### src/rtl/hd63701_sci.sv
// HD63701 serial communication interface at $0010-$0013.
// 8N1 transmitter and receiver with programmable bit period, flags and level IRQ.
module hd63701_sci (
  input  logic        mcu_clx2,
  input  logic        mcu_rst_n,
  input  logic [15:0] mcu_ad,
  input  logic        mcu_wr,
  input  logic [7:0]  mcu_do,
  output logic        en_sci,
  output logic [7:0]  scid,
  output logic        sci_irq,
  output logic        TXD,
  input  logic        RXD
);
  localparam int unsigned CW = 13;

  typedef enum logic [1:0] {TX_IDLE, TX_START, TX_DATA, TX_STOP} tx_state_t;
  typedef enum logic [2:0] {RX_ARM, RX_IDLE, RX_START, RX_DATA, RX_STOP} rx_state_t;

  tx_state_t r_tx_state, w_tx_nxt;
  rx_state_t r_rx_state, w_rx_nxt;

  logic [15:0]   r_prev_ad;
  logic          r_prev_wr;
  logic [3:0]    r_rmcr;
  logic          r_rie, r_re, r_tie, r_te;
  logic          r_rdrf, r_orfe, r_tdre;
  logic [7:0]    r_tdr, r_rdr;
  logic [7:0]    r_tx_sh, r_rx_sh;
  logic [CW-1:0] r_tx_cnt, r_tx_nm1, r_rx_cnt, r_rx_nm1;
  logic [2:0]    r_tx_bit, r_rx_bit;
  logic          r_txd, r_rx_s1, r_rx_s2, r_irq;

  logic          w_stb, w_wr_rmcr, w_wr_trcsr, w_wr_tdr, w_rd_rdr;
  logic          w_tx_kill, w_rx_kill, w_tx_load, w_tx_end;
  logic          w_rx, w_rx_go, w_rx_done, w_rx_end, w_rx_half;
  logic [CW-1:0] w_nm1;

  // Register decode; side effects act once per distinct {address, write} access
  assign en_sci     = (mcu_ad[15:2] == 14'h0004);
  assign w_stb      = en_sci && ({mcu_ad, mcu_wr} != {r_prev_ad, r_prev_wr});
  assign w_wr_rmcr  = w_stb &  mcu_wr & (mcu_ad[1:0] == 2'd0);
  assign w_wr_trcsr = w_stb &  mcu_wr & (mcu_ad[1:0] == 2'd1);
  assign w_rd_rdr   = w_stb & ~mcu_wr & (mcu_ad[1:0] == 2'd2);
  assign w_wr_tdr   = w_stb &  mcu_wr & (mcu_ad[1:0] == 2'd3);
  assign w_tx_kill  = ~r_te | (w_wr_trcsr & ~mcu_do[1]);
  assign w_rx_kill  = ~r_re | (w_wr_trcsr & ~mcu_do[3]);

  assign TXD     = r_txd;
  assign sci_irq = r_irq;
  assign w_rx    = r_rx_s2;

  always_comb begin
    scid = 8'h00;
    if (en_sci) begin
      unique case (mcu_ad[1:0])
        2'd0:    scid = {4'h0, r_rmcr};
        2'd1:    scid = {r_rdrf, r_orfe, r_tdre, r_rie, r_re, r_tie, r_te, 1'b0};
        2'd2:    scid = r_rdr;
        default: scid = 8'h00;
      endcase
    end
  end

  always_comb begin
    unique case (r_rmcr[1:0])
      2'd0:    w_nm1 = CW'(31);
      2'd1:    w_nm1 = CW'(255);
      2'd2:    w_nm1 = CW'(2047);
      default: w_nm1 = CW'(8191);
    endcase
  end

  always_ff @(posedge mcu_clx2 or negedge mcu_rst_n) begin
    if (!mcu_rst_n) begin
      r_prev_ad <= 16'h0000;
      r_prev_wr <= 1'b0;
      r_rmcr    <= 4'h0;
      {r_rie, r_re, r_tie, r_te} <= 4'h0;
      r_tdr     <= 8'h00;
      r_tdre    <= 1'b1;
      r_irq     <= 1'b0;
      r_rx_s1   <= 1'b1;
      r_rx_s2   <= 1'b1;
    end else begin
      r_prev_ad <= mcu_ad;
      r_prev_wr <= mcu_wr;
      r_rx_s1   <= RXD;
      r_rx_s2   <= r_rx_s1;
      r_irq     <= (r_rie & (r_rdrf | r_orfe)) | (r_tie & r_tdre);
      if (w_wr_rmcr)  r_rmcr <= mcu_do[3:0];
      if (w_wr_trcsr) {r_rie, r_re, r_tie, r_te} <= mcu_do[4:1];
      if (w_tx_load)  r_tdre <= 1'b1;
      // A new TDR write in the transfer cycle leaves fresh data pending
      if (w_wr_tdr) begin
        r_tdr  <= mcu_do;
        r_tdre <= 1'b0;
      end
    end
  end

  // Transmitter
  assign w_tx_end = (r_tx_cnt == r_tx_nm1);

  always_ff @(posedge mcu_clx2 or negedge mcu_rst_n) begin
    if (!mcu_rst_n) r_tx_state <= TX_IDLE;
    else            r_tx_state <= w_tx_nxt;
  end

  always_comb begin
    w_tx_nxt  = r_tx_state;
    w_tx_load = 1'b0;
    unique case (r_tx_state)
      TX_IDLE:  if (!r_tdre) begin
                  w_tx_nxt  = TX_START;
                  w_tx_load = 1'b1;
                end
      TX_START: if (w_tx_end) w_tx_nxt = TX_DATA;
      TX_DATA:  if (w_tx_end && r_tx_bit == 3'd7) w_tx_nxt = TX_STOP;
      TX_STOP:  if (w_tx_end) begin
                  if (!r_tdre) begin
                    w_tx_nxt  = TX_START;
                    w_tx_load = 1'b1;
                  end else begin
                    w_tx_nxt = TX_IDLE;
                  end
                end
      default:  w_tx_nxt = TX_IDLE;
    endcase
    if (w_tx_kill) begin
      w_tx_nxt  = TX_IDLE;
      w_tx_load = 1'b0;
    end
  end

  // Shifter back-fills with 1s so the ninth shifted-out bit is the stop bit
  always_ff @(posedge mcu_clx2 or negedge mcu_rst_n) begin
    if (!mcu_rst_n) begin
      r_tx_sh  <= 8'h00;
      r_tx_cnt <= '0;
      r_tx_nm1 <= CW'(31);
      r_tx_bit <= 3'd0;
      r_txd    <= 1'b1;
    end else if (w_tx_load) begin
      r_tx_sh  <= r_tdr;
      r_tx_cnt <= '0;
      r_tx_nm1 <= w_nm1;
      r_tx_bit <= 3'd0;
      r_txd    <= 1'b0;
    end else if (w_tx_nxt == TX_IDLE) begin
      r_tx_cnt <= '0;
      r_txd    <= 1'b1;
    end else if (w_tx_end) begin
      r_tx_cnt <= '0;
      r_txd    <= r_tx_sh[0];
      r_tx_sh  <= {1'b1, r_tx_sh[7:1]};
      if (r_tx_state == TX_DATA) r_tx_bit <= r_tx_bit + 3'd1;
    end else begin
      r_tx_cnt <= r_tx_cnt + CW'(1);
    end
  end

  // Receiver
  assign w_rx_end  = (r_rx_cnt == r_rx_nm1);
  assign w_rx_half = (r_rx_cnt == {1'b0, r_rx_nm1[CW-1:1]});

  always_ff @(posedge mcu_clx2 or negedge mcu_rst_n) begin
    if (!mcu_rst_n) r_rx_state <= RX_ARM;
    else            r_rx_state <= w_rx_nxt;
  end

  always_comb begin
    w_rx_nxt  = r_rx_state;
    w_rx_go   = 1'b0;
    w_rx_done = 1'b0;
    unique case (r_rx_state)
      RX_ARM:   if (w_rx) w_rx_nxt = RX_IDLE;
      RX_IDLE:  if (!w_rx) begin
                  w_rx_nxt = RX_START;
                  w_rx_go  = 1'b1;
                end
      RX_START: if (w_rx_half) w_rx_nxt = w_rx ? RX_IDLE : RX_DATA;
      RX_DATA:  if (w_rx_end && r_rx_bit == 3'd7) w_rx_nxt = RX_STOP;
      RX_STOP:  if (w_rx_end) begin
                  w_rx_nxt  = RX_ARM;
                  w_rx_done = 1'b1;
                end
      default:  w_rx_nxt = RX_ARM;
    endcase
    if (w_rx_kill) begin
      w_rx_nxt  = RX_ARM;
      w_rx_go   = 1'b0;
      w_rx_done = 1'b0;
    end
  end

  always_ff @(posedge mcu_clx2 or negedge mcu_rst_n) begin
    if (!mcu_rst_n) begin
      r_rx_sh  <= 8'h00;
      r_rx_cnt <= '0;
      r_rx_nm1 <= CW'(31);
      r_rx_bit <= 3'd0;
    end else if (w_rx_go) begin
      r_rx_cnt <= '0;
      r_rx_nm1 <= w_nm1;
      r_rx_bit <= 3'd0;
    end else if ((r_rx_state == RX_START && w_rx_half) || (r_rx_state != RX_START && w_rx_end)) begin
      r_rx_cnt <= '0;
      if (r_rx_state == RX_DATA) begin
        r_rx_sh  <= {w_rx, r_rx_sh[7:1]};
        r_rx_bit <= r_rx_bit + 3'd1;
      end
    end else begin
      r_rx_cnt <= r_rx_cnt + CW'(1);
    end
  end

  // Flag set is applied after the read clear so a coincident set wins
  always_ff @(posedge mcu_clx2 or negedge mcu_rst_n) begin
    if (!mcu_rst_n) begin
      r_rdr  <= 8'h00;
      r_rdrf <= 1'b0;
      r_orfe <= 1'b0;
    end else begin
      if (w_rd_rdr) begin
        r_rdrf <= 1'b0;
        r_orfe <= 1'b0;
      end
      if (w_rx_done) begin
        if (w_rx) begin
          if (!r_rdrf) begin
            r_rdr  <= r_rx_sh;
            r_rdrf <= 1'b1;
          end else begin
            r_orfe <= 1'b1;
          end
        end else begin
          r_rdr  <= r_rx_sh;
          r_orfe <= 1'b1;
        end
      end
    end
  end

endmodule

### config.mk
export PLATFORM = sky130hd
export DESIGN_NAME = hd63701_sci
export DESIGN_NICKNAME = d
export VERILOG_FILES = /design/src/rtl/hd63701_sci.sv
export SDC_FILE = /design/constraint.sdc
export NUM_CORES = 1
export LEC_CHECK = 0
export BUFFER_PORTS_ARGS = -buffer_cell sky130_fd_sc_hd__buf_2
export CORE_AREA = 2 2 95 97
export CTS_BUF_LIST = sky130_fd_sc_hd__clkbuf_8
export CTS_CLUSTER_SIZE = 25
export DETAILED_ROUTE_END_ITERATION = 10
export DIE_AREA = 0 0 97 99
export PLACE_DENSITY_LB_ADDON = 0.3
export SLEW_MARGIN = 20
export SYNTH_ARGS = -nofsm -noshare
export SYNTH_HDL_FRONTEND = slang
export SYNTH_SLANG_ARGS = --single-unit
### constraint.sdc
create_clock -name mcu_clx2 -period 3.2 [get_ports mcu_clx2]
set_input_delay 0.64 -clock mcu_clx2 [delete_from_list [all_inputs] [get_ports mcu_clx2]]
set_output_delay 0.64 -clock mcu_clx2 [all_outputs]
set_load 0.05 [all_outputs]
==> results of run 1 <==
## power by group through the flow
stage | clock (mW) | sequential [mW] | combinational, mW
CTS | 0.776 | 1.37 | 0.103
global placement | 0 | 1.40 | 0.100
finish | 0.754 | 1.37 | 0.0999
floorplan | 0 | 1.40 | 0.0336
global route | 0.830 | 1.37 | 0.114
detailed placement | 0 | 1.40 | 0.102
## sequential cells by signal, summed over array words and instances (netlist names), 2 cells and up
signal      count
r_tx_sh         8
r_tx_state      2
r_tx_cnt       13
r_rx_nm1        3
r_rx_sh         8
r_rx_state      3
r_prev_ad      16
r_tx_nm1        3
r_tdr           8
r_rmcr          4
r_rdr           8
r_rx_cnt       13
r_rx_bit        3
r_tx_bit        3
## cells in the final DEF (no fill, tap or decap), drive strengths merged, types with 4 or more instances in the layout
cell,count
a21oi,8
a22oi,5
and2,6
and3,7
buf,47
clkbuf,9
dfrtp,103
dfstp,4
ha,11
inv,17
mux2,53
mux2i,6
nand2,21
nand2b,4
nand3,22
nand4,10
nor2,59
nor3,8
nor4,10
o21ai,14
or3,4
xnor2,16
xor2,31
## through the flow
stage	utilization	hold slack, ns	instance area (um2)	total power [mW]	setup WS [ns]
after floorplan	-	0.3444	5228	1.430	0.1447
after global placement	0.6531	0.3482	5584	1.497	0.2219
after detailed placement	0.6531	0.3472	5584	1.500	0.1738
after CTS	0.6735	0.3534	5759	2.249	0.3291
after global routing	0.6735	0.3436	5759	2.317	0.2286
final	0.6735	0.3522	5759	2.224	0.3283
## metal layers
metal / vias up / global-route usage / share of wire
li1: 1686 / - / -
met1: 1726 / 0.3087 / 0.46
met2: 49 / 0.3803 / 0.50
met3: 7 / 0.04397 / 0.026
met4: 0 / 0.05309 / 0.0093
met5: - / 0 / 0
## kinds of logic (layout without fill, tap and decap cells)
| group | after synthesis | count (layout) |
|---|---|---|
| and+or+nand+nor | 162 | 162 |
| xor gates and xnor gates | 47 | 47 |
| DFF | 107 | 107 |
| adders and majority gates | 11 | 11 |
| AOI/OAI and AO/OA | 43 | 43 |
| muxes | 59 | 59 |
| buffers and inverters | 24 | 77 |
## path summary, 6_finish.rpt
| path | from | to | slack, ns |
|---|---|---|---|
| max reg2reg | r_tx_cnt[8] | r_tx_sh[2] | 0.33 |
| min in group mcu_clx2 | r_rx_s1 | r_rx_s2 | 0.36 |
| min | mcu_rst_n | r_tx_cnt[7] | 0.35 |
| max | r_tx_cnt[8] | r_tx_sh[2] | 0.33 |
| max in group asynchronous | mcu_rst_n | TXD | 2.08 |
| min reg2reg | r_rx_s1 | r_rx_s2 | 0.36 |
## layout make-up
| type | count | area [um2] |
|---|---|---|
| repair buffers | 47 | 272.8 |
| flip-flops and latches | 107 | 2683 |
| fillers | 657 | 2791 |
| multi-input cells | 322 | 2437 |
| clock buffers | 9 | 123.9 |
| well taps | 108 | 135.1 |
| inverters | 15 | 56.30 |
| clock inverters | 6 | 51.30 |
==> metrics, run 1 <==
GP Congestion 0.8277; CP startpoint kind flip-flop; Leak between 2 and 3 nW; crit-path cells or4_4 > a22oi_4 > a21boi_2 > o311a_4 > o211ai_4 > mux2_1 > mux2_2; post-DP HPWL approximately 7300 um; number of diodes 0; Longest Clk Path Bufs 2; endpoint type of the worst setup path flip-flop; Seq/Total Area, Yosys 0.5132; Crit path buffers/inverters 0; slowest CP cell or4_4; share of layout cells above drive strength 1 0.2767; register bit total from synthesis ~110; Root Driver clkbuf_8; status complete, no violations; Clock power frac 0.339; adder-cell share of the synthesized area 0.02633; post-CTS sizing 0; Rel. slew slack 0.4793; FFs w/ async S/R, synth 1.000; DRT Pass-1 Iters 4; largest net degree at the start of global routing 62; cts bufs inserted 9; most numerous cell in the Yosys netlist dfrtp_1; Final min period around 2.9 ns; arrival time at the worst endpoint 3.13 ns; crit path kind reg -> reg; CP peak stage delay approximately 0.57 ns; initial antenna violation count 0; Final setup viols 0; clock latency on the worst-skew pair about 0.36 ns; number of hold buffers added after cts 0; Vias between 3000 and 4000; Gate power share 0.045; Yosys cell types a little over 50; Die ar. a little under 10000 um2; Slew Viols, Final 0; io pins 39; Compound-Gate Fraction of Synth Area 0.06582; Final Hold Fails 0; Stages on worst setup path 7; Slew @ Worst Pin just under 0.8 ns; Via density ~5.6; Post-CTS Setup Inserts 0; number of max-cap violations 0; Synth Area in Simple Gates 0.1697; hold crit path type in -> async; Synth Area in XOR/XNOR 0.07875; EDFF count, synth 0; synth top area cells dfrtp_1 49%, mux2_2 9.9%, xor2_1 5.2%; RSZ-0062 raised after global routing false; DRT Wirelength about 9900 um; die height ~99 um; initial DRC count 131; ys flop type dfrtp_1; Max VDD drop between 0.0003 and 0.0004 V; PwrDens 386.2 nW/um2; Max Fclk 348.2 MHz; post-synthesis mux area share 0.1257; Post-DRT Antenna Nets 0; Final Net Count roughly 540; total gr overflow 0; fin cells just over 600; CTS sink count about 110; largest family of logic cells by synthesized area simple AND/OR/NAND/NOR gates; FF-to-FF path depth 7; Net Count, Synth 492; Yosys top cell by area dfrtp_1; critical path peak fanout 8; Post-Synthesis Cells between 400 and 500; fin crit share 0.8974; DP Cell Count approximately 600; first-pass GRT wire length 17620 um; Critical Path RT 3.45 ns; leading cell types by count after synthesis 103 x dfrtp_1, 48 x nor2_1, 46 x mux2_2; Tot GR Track Use 0.2263; # DRC 0; Sequential Power Share 0.616; TNS Setup 0 ns; vias in the first global route 3649; top cell type's share of synthesized area 0.4931; # rows 34; clock-pin slew on the worst setup and hold paths around 0.10 ns; CTS tree yes; Syn. warnings 0; Net Sw Frac 0.2421; port bufs 38; Worst Clk Skew about 0.0067 ns; core area roughly 8600 um2; Die W between 90 and 100 um; Crit path max-delay family compound AO/OA/AOI/OAI gates; mean post-synth cell area 11.54 um2; Pint ~1.7 mW; CTS H-tree depth 3; Routed wire per std cell roughly 16 um; Initial Util 0.6114; P&R area growth vs syn 10.17%; Sw Pwr about 540 uW; Netlist Area Pre-Place ~5200 um2
Note: power is estimated with default switching activity, not from simulation.
==> run 2, diff against run 1 <==
--- a/config.mk
+++ b/config.mk
@@ -11,6 +11,7 @@
 export CTS_CLUSTER_SIZE = 25
 export DETAILED_ROUTE_END_ITERATION = 10
 export DIE_AREA = 0 0 97 99
+export MAX_ROUTING_LAYER = met4
 export PLACE_DENSITY_LB_ADDON = 0.3
 export SLEW_MARGIN = 20
 export SYNTH_ARGS = -nofsm -noshare
==> metrics, run 2 (same netlist as run 1, synthesis figures left out) <==
core area 8551 um2 (unchanged); critical path peak fanout 8 (unchanged); port bufs 38 (unchanged); initial antenna violation count 0 (unchanged); CP peak stage delay 0.57 ns (about the same); status complete, no violations (unchanged); Slew @ Worst Pin 0.7877 ns (was 0.7811 ns); arrival time at the worst endpoint 3.11 ns (was 3.13 ns); Final Net Count 541 (unchanged); Final Hold Fails 0 (unchanged); final core utilization 0.6735 (unchanged); Worst Clk Skew 0.006342 ns (was 0.006745 ns); io pins 39 (unchanged); Final min period 2.860 ns (was 2.872 ns); Die ar. 9603 um2 (unchanged); WHS 0.3564 ns (was 0.3522 ns); Critical Path RT 3.45 ns (about the same); Max Fclk 349.6 MHz (was 348.2 MHz); TNS Setup 0 ns (unchanged); Crit path buffers/inverters 0 (unchanged); post-DP HPWL 7314 um (unchanged); RSZ-0062 raised after global routing false (unchanged); Final setup viols 0 (unchanged); # rows 34 (unchanged); Gate power share 0.045 (about the same); Initial Util 0.6114 (unchanged); Pint 1.686 mW (about the same); Via density 5.658 (was 5.648); Largest regs r_prev_ad: 16 flops, r_rx_cnt: 13 flops, r_tx_cnt: 13 flops (unchanged); Post-DRT Antenna Nets 0 (unchanged); total gr overflow 0 (unchanged); post-place setup slack 0.1738 ns (unchanged); Sw Pwr 535.9 uW (was 538.6 uW); # DRC 0 (unchanged); GP Congestion 0.8403 (was 0.8277); largest net degree at the start of global routing 62 (unchanged); most frequent cells in the layout 103 x dfrtp_1, 48 x nor2_1, 46 x mux2_2, 37 x buf_2, 31 x xor2_1 (unchanged); Sequential Power Share 0.617 (was 0.616); number of hold buffers added after cts 0 (unchanged); Crit path max-delay family compound AO/OA/AOI/OAI gates (unchanged); most common cell after layout, fill and taps aside dfrtp_1 (unchanged); Routed wire per std cell 16.07 um (was 16.09 um); Max VDD drop 0.0003512 V (was 0.0003518 V); Slew Viols, Final 0 (unchanged); post-CTS sizing 0 (unchanged); Die W 97 um (unchanged); Net Sw Frac 0.2412 (was 0.2421); Vias 3474 (was 3468); Post-CTS Setup Inserts 0 (unchanged); number of max-cap violations 0 (unchanged); Tot GR Track Use 0.2333 (was 0.2263); DRT Pass-1 Iters 4 (unchanged); CTS H-tree depth 3 (unchanged); Clock power frac 0.338 (was 0.339); max FFs per register 16 (unchanged); cts bufs inserted 9 (unchanged); CP startpoint kind flip-flop (unchanged); clock-pin slew on the worst setup and hold paths 0.10 ns (about the same); vias in the first global route 3643 (was 3649); clock latency on the worst-skew pair 0.36 ns (about the same); fin crit share 0.8939 (was 0.8974); CTS tree yes (unchanged); Rel. slew slack 0.4749 (was 0.4793); DRT Wirelength 9866 um (was 9881 um); crit-path cells or4_4 > a22oi_4 > a21boi_2 > o311a_4 > o211ai_4 > mux2_1 > mux2_2 (unchanged); PwrDens 385.7 nW/um2 (was 386.2 nW/um2); number of diodes 0 (unchanged); Root Driver clkbuf_8 (unchanged); crit path kind reg -> reg (unchanged); Longest Clk Path Bufs 2 (unchanged); fin worst setup slack 0.3395 ns (was 0.3283 ns); CTS sink count 107 (unchanged); slowest CP cell or4_4 (unchanged); share of layout cells above drive strength 1 0.2767 (unchanged); initial DRC count 126 (was 131); P&R area growth vs syn 10.17% (unchanged); first-pass GRT wire length 17650 um (was 17620 um); largest reg by FF count r_prev_ad (unchanged); die height 99 um (unchanged); Leak 2.700 nW (unchanged); hold crit path type in -> async (unchanged); endpoint type of the worst setup path flip-flop (unchanged); Overall Power 2.222 mW (was 2.224 mW)
-- run 2: worst paths after layout --
| check | from | to | slack [ns] | cells past startpoint |
|---|---|---|---|---|
| worst max register to register | r_tx_cnt[8] | r_tx_sh[2] | 0.34 | 7 |
| worst min-delay path | mcu_rst_n | r_tx_cnt[7] | 0.36 | 1 |
| max in group asynchronous | mcu_rst_n | TXD | 2.08 | 2 |
| worst max-delay path | r_tx_cnt[8] | r_tx_sh[2] | 0.34 | 7 |
| min in group mcu_clx2 | r_rx_s1 | r_rx_s2 | 0.36 | 0 |
| worst min register to register | r_rx_s1 | r_rx_s2 | 0.36 | 0 |
-- run 2: layout make-up --
type	count	area (um2)
multi-input cells	322	2437
flip-flops and latches	107	2683
clock buffers	9	123.9
repair buffers	47	272.8
clock inverters	6	51.30
well taps	108	135.1
inverters	15	56.30
fillers	657	2791
-- run 2: power by group through the flow --
| stage | registers [mW] | clock network [mW] | logic [mW] |
|---|---|---|---|
| after floorplan | 1.40 | 0 | 0.0336 |
| after global placement | 1.40 | 0 | 0.100 |
| after detailed placement | 1.40 | 0 | 0.102 |
| after CTS | 1.37 | 0.776 | 0.103 |
| after global routing | 1.37 | 0.830 | 0.114 |
| final | 1.37 | 0.751 | 0.100 |
-- run 2: per-layer routing --
metal / GRT usage / up-vias / part of all wire
met4: 0.05309 / 0 / 0.010
met3: 0.04397 / 10 / 0.026
met2: 0.3809 / 44 / 0.50
met5: - / - / 0
li1: - / 1687 / -
met1: 0.3082 / 1733 / 0.46
-- run 2: per-stage QoR --
step,cell area (um2),std cells
2_1_floorplan,5228,453
3_3_place_gp,5584,599
3_5_place_dp,5584,599
4_1_cts,5759,614
5_1_grt,5759,614
6_report,5759,614
